## src/rtl/keypad_scanner_fifo_pkg.sv

```systemverilog
// Shared constants, FSM states and key legend for the keypad scanner.
package keypad_pkg;

    localparam int unsigned KEYCODE_W = 6;
    localparam int unsigned BUS_W     = 16;

    localparam logic [2:0] ADDR_DATA   = 3'd0;
    localparam logic [2:0] ADDR_STATUS = 3'd2;
    localparam logic [2:0] ADDR_CTRL   = 3'd4;

    localparam int unsigned STAT_NOT_EMPTY = 0;
    localparam int unsigned STAT_FULL      = 1;
    localparam int unsigned STAT_OVERFLOW  = 2;
    localparam int unsigned STAT_SCANNING  = 3;
    localparam int unsigned STAT_COUNT_LSB = 8;
    localparam int unsigned DATA_VALID     = 15;

    localparam int unsigned CTRL_ENABLE  = 0;
    localparam int unsigned CTRL_IRQ_EN  = 1;
    localparam int unsigned CTRL_CLR_OVF = 2;
    localparam int unsigned CTRL_FLUSH   = 3;

    typedef enum logic [2:0] {
        S_IDLE,
        S_DEBOUNCE,
        S_SCAN,
        S_PUSH,
        S_RELEASE
    } scan_state_e;

    // Printed legend of the standard 4x4 pad, row-major.
    function automatic logic [3:0] keycode_to_hex(input logic [KEYCODE_W-1:0] code);
        case (code)
            6'd0:    return 4'h1;
            6'd1:    return 4'h2;
            6'd2:    return 4'h3;
            6'd3:    return 4'hA;
            6'd4:    return 4'h4;
            6'd5:    return 4'h5;
            6'd6:    return 4'h6;
            6'd7:    return 4'hB;
            6'd8:    return 4'h7;
            6'd9:    return 4'h8;
            6'd10:   return 4'h9;
            6'd11:   return 4'hC;
            6'd12:   return 4'hE;
            6'd13:   return 4'h0;
            6'd14:   return 4'hF;
            6'd15:   return 4'hD;
            default: return 4'h0;
        endcase
    endfunction

endpackage

```

## src/rtl/keypad_scanner_fifo_if.sv

```systemverilog
// CPU peripheral bus between the host and the keypad controller.
interface keypad_scanner_fifo_if;
    logic        keyboard_ctrl;
    logic        read_enable;
    logic        write_enable;
    logic [2:0]  address;
    logic [15:0] write_data;
    logic [15:0] read_data_output;
    logic        irq;

    modport master (
        output keyboard_ctrl, read_enable, write_enable, address, write_data,
        input  read_data_output, irq
    );

    modport slave (
        input  keyboard_ctrl, read_enable, write_enable, address, write_data,
        output read_data_output, irq
    );
endinterface

```

## src/rtl/keypad_scanner_fifo_fifo.sv

```systemverilog
// Synchronous FIFO with flush; a push into a full FIFO succeeds only with a same-cycle pop.
module keypad_fifo #(
    parameter int unsigned DEPTH = 8,
    parameter int unsigned WIDTH = 6
) (
    input  logic                       clock,
    input  logic                       reset,
    input  logic                       i_push,
    input  logic                       i_pop,
    input  logic                       i_flush,
    input  logic [WIDTH-1:0]           i_data,
    output logic [WIDTH-1:0]           o_head_c,
    output logic [$clog2(DEPTH):0]     o_count,
    output logic                       o_full_c,
    output logic                       o_empty_c
);
    localparam int unsigned AW = $clog2(DEPTH);
    localparam logic [AW:0] FULL_CNT = (AW+1)'(DEPTH);

    logic [WIDTH-1:0] r_mem [DEPTH];
    logic [AW-1:0]    r_wr_ptr;
    logic [AW-1:0]    r_rd_ptr;
    logic [AW:0]      r_count;
    logic             w_do_pop;
    logic             w_do_push;

    assign w_do_pop  = i_pop && (r_count != '0);
    assign w_do_push = i_push && ((r_count != FULL_CNT) || w_do_pop);

    always_ff @(posedge clock) begin
        if (w_do_push) r_mem[r_wr_ptr] <= i_data;
    end

    always_ff @(posedge clock or posedge reset) begin
        if (reset) begin
            r_wr_ptr <= '0;
            r_rd_ptr <= '0;
            r_count  <= '0;
        end else if (i_flush) begin
            r_wr_ptr <= '0;
            r_rd_ptr <= '0;
            r_count  <= '0;
        end else begin
            if (w_do_push) r_wr_ptr <= r_wr_ptr + AW'(1);
            if (w_do_pop)  r_rd_ptr <= r_rd_ptr + AW'(1);
            r_count <= r_count + (AW+1)'(w_do_push) - (AW+1)'(w_do_pop);
        end
    end

    assign o_head_c  = r_mem[r_rd_ptr];
    assign o_count   = r_count;
    assign o_full_c  = (r_count == FULL_CNT);
    assign o_empty_c = (r_count == '0);
endmodule

```

## src/rtl/keypad_scanner_fifo.sv

```systemverilog
// ROWSxCOLS keypad scanner with debounce, key-code FIFO and CPU register file.
module keypad_scanner_fifo
    import keypad_pkg::*;
#(
    parameter int unsigned ROWS            = 4,
    parameter int unsigned COLS            = 4,
    parameter int unsigned DEBOUNCE_CYCLES = 200,
    parameter int unsigned SETTLE_CYCLES   = 4,
    parameter int unsigned FIFO_DEPTH      = 8
) (
    input  logic                 clock,
    input  logic                 reset,
    keypad_scanner_fifo_if.slave bus,
    input  logic [COLS-1:0]      column,
    output logic [ROWS-1:0]      row
);
    localparam int unsigned RW    = $clog2(ROWS);
    localparam int unsigned CW    = $clog2(COLS);
    localparam int unsigned MAXC  = (DEBOUNCE_CYCLES > SETTLE_CYCLES) ? DEBOUNCE_CYCLES : SETTLE_CYCLES;
    localparam int unsigned CNT_W = $clog2(MAXC + 1);
    localparam int unsigned QW    = $clog2(FIFO_DEPTH) + 1;
    localparam logic [CNT_W-1:0] DEB_LAST    = CNT_W'(DEBOUNCE_CYCLES - 1);
    localparam logic [CNT_W-1:0] SETTLE_LAST = CNT_W'(SETTLE_CYCLES - 1);
    localparam logic [RW-1:0]    LAST_ROW    = RW'(ROWS - 1);

    scan_state_e          r_state;
    logic [CNT_W-1:0]     r_cnt;
    logic [RW-1:0]        r_row_idx;
    logic [ROWS-1:0]      r_row;
    logic [KEYCODE_W-1:0] r_code;
    logic [COLS-1:0]      r_col_m;
    logic [COLS-1:0]      r_col_s;
    logic                 r_enable;
    logic                 r_irq_en;
    logic                 r_overflow;
    logic                 r_irq;
    logic [BUS_W-1:0]     r_rdata;

    logic                 w_any_low;
    logic [CW-1:0]        w_col_idx;
    logic [KEYCODE_W-1:0] w_code;
    logic                 w_rd;
    logic                 w_wr_ctrl;
    logic                 w_push;
    logic                 w_pop;
    logic                 w_flush;
    logic                 w_scanning;
    logic [KEYCODE_W-1:0] w_head;
    logic [QW-1:0]        w_count;
    logic                 w_full;
    logic                 w_empty;
    logic [BUS_W-1:0]     w_rdata;
    logic                 w_unused_wdata;

    // Columns are asynchronous to clock.
    always_ff @(posedge clock or posedge reset) begin
        if (reset) begin
            r_col_m <= '1;
            r_col_s <= '1;
        end else begin
            r_col_m <= column;
            r_col_s <= r_col_m;
        end
    end

    assign w_any_low = ~&r_col_s;

    // Lowest-index low column wins when several keys share a row.
    always_comb begin
        w_col_idx = '0;
        for (int c = COLS - 1; c >= 0; c--) begin
            if (!r_col_s[c]) w_col_idx = CW'(c);
        end
        w_code = KEYCODE_W'(32'(r_row_idx) * COLS + 32'(w_col_idx));
    end

    always_ff @(posedge clock or posedge reset) begin
        if (reset) begin
            r_state   <= S_IDLE;
            r_cnt     <= '0;
            r_row_idx <= '0;
            r_row     <= '0;
            r_code    <= '0;
        end else if (!r_enable) begin
            r_state <= S_IDLE;
            r_cnt   <= '0;
            r_row   <= '0;
        end else begin
            case (r_state)
                S_IDLE: begin
                    r_cnt <= '0;
                    r_row <= '0;
                    if (w_any_low) r_state <= S_DEBOUNCE;
                end
                S_DEBOUNCE: begin
                    if (!w_any_low) begin
                        r_state <= S_IDLE;
                        r_cnt   <= '0;
                    end else if (r_cnt == DEB_LAST) begin
                        r_state   <= S_SCAN;
                        r_cnt     <= '0;
                        r_row_idx <= '0;
                        r_row     <= ~ROWS'(1);
                    end else begin
                        r_cnt <= r_cnt + CNT_W'(1);
                    end
                end
                S_SCAN: begin
                    if (r_cnt != SETTLE_LAST) begin
                        r_cnt <= r_cnt + CNT_W'(1);
                    end else begin
                        r_cnt <= '0;
                        if (w_any_low) begin
                            r_code  <= w_code;
                            r_row   <= '0;
                            r_state <= S_PUSH;
                        end else if (r_row_idx == LAST_ROW) begin
                            r_row   <= '0;
                            r_state <= S_IDLE;
                        end else begin
                            r_row_idx <= r_row_idx + RW'(1);
                            r_row     <= ~(ROWS'(1) << (r_row_idx + RW'(1)));
                        end
                    end
                end
                S_PUSH: begin
                    r_cnt   <= '0;
                    r_state <= S_RELEASE;
                end
                S_RELEASE: begin
                    r_row <= '0;
                    if (w_any_low) begin
                        r_cnt <= '0;
                    end else if (r_cnt == DEB_LAST) begin
                        r_cnt   <= '0;
                        r_state <= S_IDLE;
                    end else begin
                        r_cnt <= r_cnt + CNT_W'(1);
                    end
                end
                default: r_state <= S_IDLE;
            endcase
        end
    end

    assign row        = r_row;
    assign w_scanning = (r_state == S_DEBOUNCE) || (r_state == S_SCAN) || (r_state == S_PUSH);
    assign w_rd       = bus.keyboard_ctrl && bus.read_enable;
    assign w_wr_ctrl  = bus.keyboard_ctrl && bus.write_enable && (bus.address == ADDR_CTRL);
    assign w_push     = (r_state == S_PUSH);
    assign w_pop      = w_rd && (bus.address == ADDR_DATA) && !w_empty;
    assign w_flush    = w_wr_ctrl && bus.write_data[CTRL_FLUSH];
    assign w_unused_wdata = ^bus.write_data[BUS_W-1:CTRL_FLUSH+1];

    keypad_fifo #(.DEPTH(FIFO_DEPTH), .WIDTH(KEYCODE_W)) u_fifo (
        .clock    (clock),
        .reset    (reset),
        .i_push   (w_push),
        .i_pop    (w_pop),
        .i_flush  (w_flush),
        .i_data   (r_code),
        .o_head_c (w_head),
        .o_count  (w_count),
        .o_full_c (w_full),
        .o_empty_c(w_empty)
    );

    always_comb begin
        w_rdata = '0;
        case (bus.address)
            ADDR_DATA: begin
                if (!w_empty) begin
                    w_rdata[DATA_VALID]      = 1'b1;
                    w_rdata[KEYCODE_W-1:0]   = w_head;
                end
            end
            ADDR_STATUS: begin
                w_rdata[BUS_W-1:STAT_COUNT_LSB] = 8'(w_count);
                w_rdata[STAT_SCANNING]          = w_scanning;
                w_rdata[STAT_OVERFLOW]          = r_overflow;
                w_rdata[STAT_FULL]              = w_full;
                w_rdata[STAT_NOT_EMPTY]         = !w_empty;
            end
            ADDR_CTRL: begin
                w_rdata[CTRL_ENABLE] = r_enable;
                w_rdata[CTRL_IRQ_EN] = r_irq_en;
            end
            default: w_rdata = '0;
        endcase
    end

    // A flush swallows a coincident push without flagging overflow.
    always_ff @(posedge clock or posedge reset) begin
        if (reset) begin
            r_rdata    <= '0;
            r_irq      <= 1'b0;
            r_enable   <= 1'b1;
            r_irq_en   <= 1'b0;
            r_overflow <= 1'b0;
        end else begin
            if (w_rd) r_rdata <= w_rdata;
            if (w_wr_ctrl) begin
                r_enable <= bus.write_data[CTRL_ENABLE];
                r_irq_en <= bus.write_data[CTRL_IRQ_EN];
            end
            if (w_push && w_full && !w_pop && !w_flush) r_overflow <= 1'b1;
            else if (w_wr_ctrl && bus.write_data[CTRL_CLR_OVF]) r_overflow <= 1'b0;
            r_irq <= r_irq_en && !w_empty;
        end
    end

    assign bus.read_data_output = r_rdata;
    assign bus.irq              = r_irq;
endmodule

```

## src/flat_wrapper.sv

```systemverilog
// flat-port wrapper written by rule: the top's interface ports become plain ports
module keypad_scanner_fifo_flat import keypad_pkg::*;
#(
    parameter int unsigned ROWS            = 4,
    parameter int unsigned COLS            = 4,
    parameter int unsigned DEBOUNCE_CYCLES = 200,
    parameter int unsigned SETTLE_CYCLES   = 4,
    parameter int unsigned FIFO_DEPTH      = 8
)
  (clock, reset, column, row, bus_keyboard_ctrl, bus_read_enable, bus_write_enable, bus_address, bus_write_data, bus_read_data_output, bus_irq);
  keypad_scanner_fifo_if bus_i ();
  input  logic clock;
  input  logic reset;
  input  logic [COLS-1:0] column;
  output logic [ROWS-1:0] row;
  input wire logic [$bits(bus_i.keyboard_ctrl)-1:0] bus_keyboard_ctrl;
  input wire logic [$bits(bus_i.read_enable)-1:0] bus_read_enable;
  input wire logic [$bits(bus_i.write_enable)-1:0] bus_write_enable;
  input wire logic [$bits(bus_i.address)-1:0] bus_address;
  input wire logic [$bits(bus_i.write_data)-1:0] bus_write_data;
  output wire logic [$bits(bus_i.read_data_output)-1:0] bus_read_data_output;
  output wire logic [$bits(bus_i.irq)-1:0] bus_irq;
  assign bus_i.keyboard_ctrl = bus_keyboard_ctrl;
  assign bus_i.read_enable = bus_read_enable;
  assign bus_i.write_enable = bus_write_enable;
  assign bus_i.address = bus_address;
  assign bus_i.write_data = bus_write_data;
  assign bus_read_data_output = bus_i.read_data_output;
  assign bus_irq = bus_i.irq;
  keypad_scanner_fifo #(.ROWS(ROWS), .COLS(COLS), .DEBOUNCE_CYCLES(DEBOUNCE_CYCLES), .SETTLE_CYCLES(SETTLE_CYCLES), .FIFO_DEPTH(FIFO_DEPTH)) u_core (.clock(clock), .reset(reset), .bus(bus_i), .column(column), .row(row));
endmodule
```

## config.mk

```make
export PLATFORM = sky130hd
export DESIGN_NAME = keypad_scanner_fifo_flat
export DESIGN_NICKNAME = d
export VERILOG_FILES = /design/src/rtl/keypad_scanner_fifo_pkg.sv /design/src/rtl/keypad_scanner_fifo_if.sv /design/src/rtl/keypad_scanner_fifo_fifo.sv /design/src/rtl/keypad_scanner_fifo.sv /design/src/flat_wrapper.sv
export SDC_FILE = /design/constraint.sdc
export NUM_CORES = 1
export LEC_CHECK = 0
export ABC_AREA = 1
export ABC_CLOCK_PERIOD_IN_PS = 6000
export BUFFER_PORTS_ARGS = -buffer_cell sky130_fd_sc_hd__buf_4
export CAP_MARGIN = 40
export CELL_PAD_IN_SITES_DETAIL_PLACEMENT = 1
export CELL_PAD_IN_SITES_GLOBAL_PLACEMENT = 1
export CORE_ASPECT_RATIO = 0.6
export CORE_MARGIN = 2
export CORE_UTILIZATION = 40
export CTS_CLUSTER_SIZE = 40
export DETAILED_ROUTE_END_ITERATION = 10
export GPL_ROUTABILITY_DRIVEN = 0
export PLACE_DENSITY = 0.71
export SYNTH_ARGS = -nofsm -noshare
export SYNTH_HDL_FRONTEND = slang
export SYNTH_SLANG_ARGS = --single-unit
```

## constraint.sdc

```tcl
create_clock -name clock -period 6 [get_ports clock]
set_input_delay 0.6 -clock clock [delete_from_list [all_inputs] [get_ports clock]]
set_output_delay 0.6 -clock clock [all_outputs]
set_load 0.03 [all_outputs]
```

==> out/qor.csv <==
metric;value;unit
status;finished, final reports clean;
Critical Path Fanout Max;7;
Yosys Warn Count;0;
Post-Synth XOR/XNOR Area;0.0126;
Final Hold Fails;0;
Top FF cell, synth;dfrtp_1;
Mean Syn Cell Area;8.91;sq um
reg2reg end;u_core.u_fifo.o_count[2];
Initial Utilization;0.417;
worst setup path startpoint;u_core.u_fifo.o_count[3];
Compound-Gate Fraction of Synth Area;0.0593;
gr busiest metal;met1;
Mapped Area;4180;sq um
Synth Area in Adders;0.0437;
Die X;136;microns
RSZ-0062 raised after global routing;false;
Seq/Total Area, Yosys;0.544;
# H-tree levels;3;
Rel. slew slack;0.488;
Tot GR Track Use;0.210;
Yosys top cell area share;0.258;
wirelength, routed;10800;microns
FF-to-FF path depth;11;
Fmax;0.390;GHz
design area;4800;sq um
met3 Use GR;0.0537;
#FFs+latches synth;84;
vias per cell;5.08;
Clock Pin Slew Worst Setup and Hold Paths;60;ps
crit-path cells;inv_1 > ha_1 > nor3b_2 > nor3_4 > o21ai_2 > ha_1 > inv_1 > ha_1 > fa_1 > xnor2_1 > nor2_1;
dpl hpwl;7970;microns
mux cell area share after synthesis;0;
Largest stage delay, worst path;380;ps
Worst Setup Start Kind;register;
worst skew pair latency;350;ps
worst ir drop on vdd;0.166;mV
Placement Cell Area;4490;sq um
Antenna Nets Post-Route;0;
power density over the cells;418;nW/um^2
routed vias;3248;
Worst path most repeated cell;ha_1;
antenna violations before repair;0;
fin crit share;0.427;
layout cells sized above 1;0.141;
worst slack, placed;3040;ps
final setup vio count;0;
Min-Delay Path Class;reg -> reg;
static leakage;0.00223;uW
CP arrival;2800;ps
vias in the first global route;3478;
core box area;10000;sq um
1st-iter DRT viols;202;
Yosys cell types;40;
# hold bufs at CTS;0;
first-pass GRT wire length;18000;microns
most frequent cell after synthesis;nand2_1;
EDFF count, synth;32;
Setup CP Type;reg -> reg;
site row count;28;
Simple-Gate Fraction of Synth Area;0.266;
WL per Instance;16.8;microns
M2 GR Usage;0.303;
CP Capture Type;register;
setup bufs post-CTS;0;
Final WS setup;3440;ps
Worst EP required;6240;ps
async set-reset flop share out of synthesis;0.619;
Power, Total;2000;uW
CP max stage cell;fa_1;
Inserted Diodes;0;
RR Startpoint;u_core.u_fifo.o_count[3];
post-CTS sizing;0;
CTS tree;yes;
GRT overflow;0;
DRT Pass-1 Iters;4;
Critical Path Sink;u_core.u_fifo.o_count[2];
largest cells by area after synthesis;dfrtp_1, edfxtp_1, nand2_1;
Final nets;542;
worst-margin pin slew;765;ps
Cells after Synth;469;
R2R Setup Slk;3440;ps
maximum capacitance violations;0;
clk root buf;clkbuf_16;
largest family of logic cells by synthesized area;simple AND/OR/NAND/NOR gates;
Clock Sinks;84;
Final min period;2560;ps
clock skew;7.42;ps
setup TNS;0;ps
clock tree buffer depth;2;
PortBufs;29;
Fill cells;1183;
Post-synth top cells;nand2_1, inv_1, nor2_1, dfrtp_1, nand3_1;
Ports;49;
Die H;83.2;microns
DR DRC count;0;
synth-to-layout area growth;14.8;%
met1 usage;0.312;
post-synth top area cell;dfrtp_1;
pin count of the biggest net entering global routing;53;
final slew viol count;0;
die area;11300;sq um
CTS buffer count;9;
## per-stage QoR
step,instances,util,hold WS (ps)
5_1_grt,640,0.479,356
2_1_floorplan,475,-,345
3_5_place_dp,624,0.448,349
3_3_place_gp,624,0.448,347
4_1_cts,640,0.479,353
6_report,640,0.479,354
## critical path, delay by kind of cell, from the launching register on
| kind | cells | cell delay [ps] |
|---|---|---|
| buffers and inverters | 2 | 120 |
| and+or+nand+nor | 3 | 600 |
| DFF | 1 | 360 |
| xor gates and xnor gates | 1 | 160 |
| AOI/OAI and AO/OA | 1 | 150 |
| adders and majority gates | 4 | 1050 |
## where the power goes
part	switching (uW)	internal (uW)
clock	221	357
combinational	438	210
sequential	101	677
## cell type report
type	count	area (sq um)	area share
Multi-Input combinational cell	321	1620	0.338
Timing Repair Buffer	30	225	0.0469
Inverter	54	203	0.0423
Sequential cell	84	2270	0.474
Tap cell	135	169	0.0352
Clock inverter	1	30.0	0.00626
Clock buffer	15	278	0.0579
## state kept, by name, indices dropped and copies added (netlist names)
signal,count
u_core.bus.irq,1
u_core.bus.read_data_output,9
u_core.r_cnt,8
u_core.r_code,4
u_core.r_col_m,4
u_core.r_col_s,4
u_core.r_enable,1
u_core.r_irq_en,1
u_core.r_overflow,1
u_core.r_row_idx,2
u_core.r_state,3
u_core.row,4
u_core.u_fifo.o_count,4
u_core.u_fifo.r_mem,32
u_core.u_fifo.r_rd_ptr,3
u_core.u_fifo.r_wr_ptr,3
## how the worst min path moves through the flow
stage	startpoint	end	slack (ps)	cells after the start
after CTS	column[1]	u_core.r_col_m[1]	350	1
after global placement	u_core.r_col_m[0]	u_core.r_col_s[0]	350	0
after floorplan	u_core.r_col_m[0]	u_core.r_col_s[0]	350	0
final	u_core.r_col_m[3]	u_core.r_col_s[3]	350	0
after detailed placement	u_core.r_col_m[1]	u_core.r_col_s[1]	350	0
after global routing	column[1]	u_core.r_col_m[1]	360	1
## cell families (layout without fill, tap and decap cells)
kind of cell	after synthesis	count (layout)
AOI/OAI and AO/OA	44	44
xor gates and xnor gates	6	6
adders and majority gates	14	14
buffers and inverters	70	100
DFF	84	84
other	1	7
and+or+nand+nor	250	250
## layout by cell type, fill, tap and decap left out, types with 2 or more instances in the layout
master / netlist / layout
nand2_4: 2 / 2
clkinv_1: 2 / 2
nor2_2: 2 / 2
nor2_4: 2 / 2
edfxtp_1: 32 / 32
nand2_1: 133 / 133
dfstp_2: 9 / 9
xor2_1: 5 / 5
nor2_1: 47 / 47
o31ai_1: 3 / 3
conb_1: 1 / 7
buf_4: 8 / 30
inv_1: 52 / 51
nand3_1: 42 / 42
o21ai_0: 18 / 18
nor3_1: 5 / 5
nand2_2: 4 / 4
o21ai_1: 3 / 3
nand4_1: 5 / 5
clkbuf_8: 0 / 3
o21ai_2: 2 / 2
a21oi_1: 12 / 12
ha_1: 13 / 13
dfrtp_1: 43 / 43
clkbuf_1: 0 / 3
clkbuf_16: 0 / 9
a31oi_1: 3 / 3
## routing by layer
metal,share of wire,vias up
li1,-,1566
met5,0,-
met1,0.51,1607
met2,0.43,64
met4,0.011,0
met3,0.055,11
No activity file was read; power rests on OpenSTA's default activity.
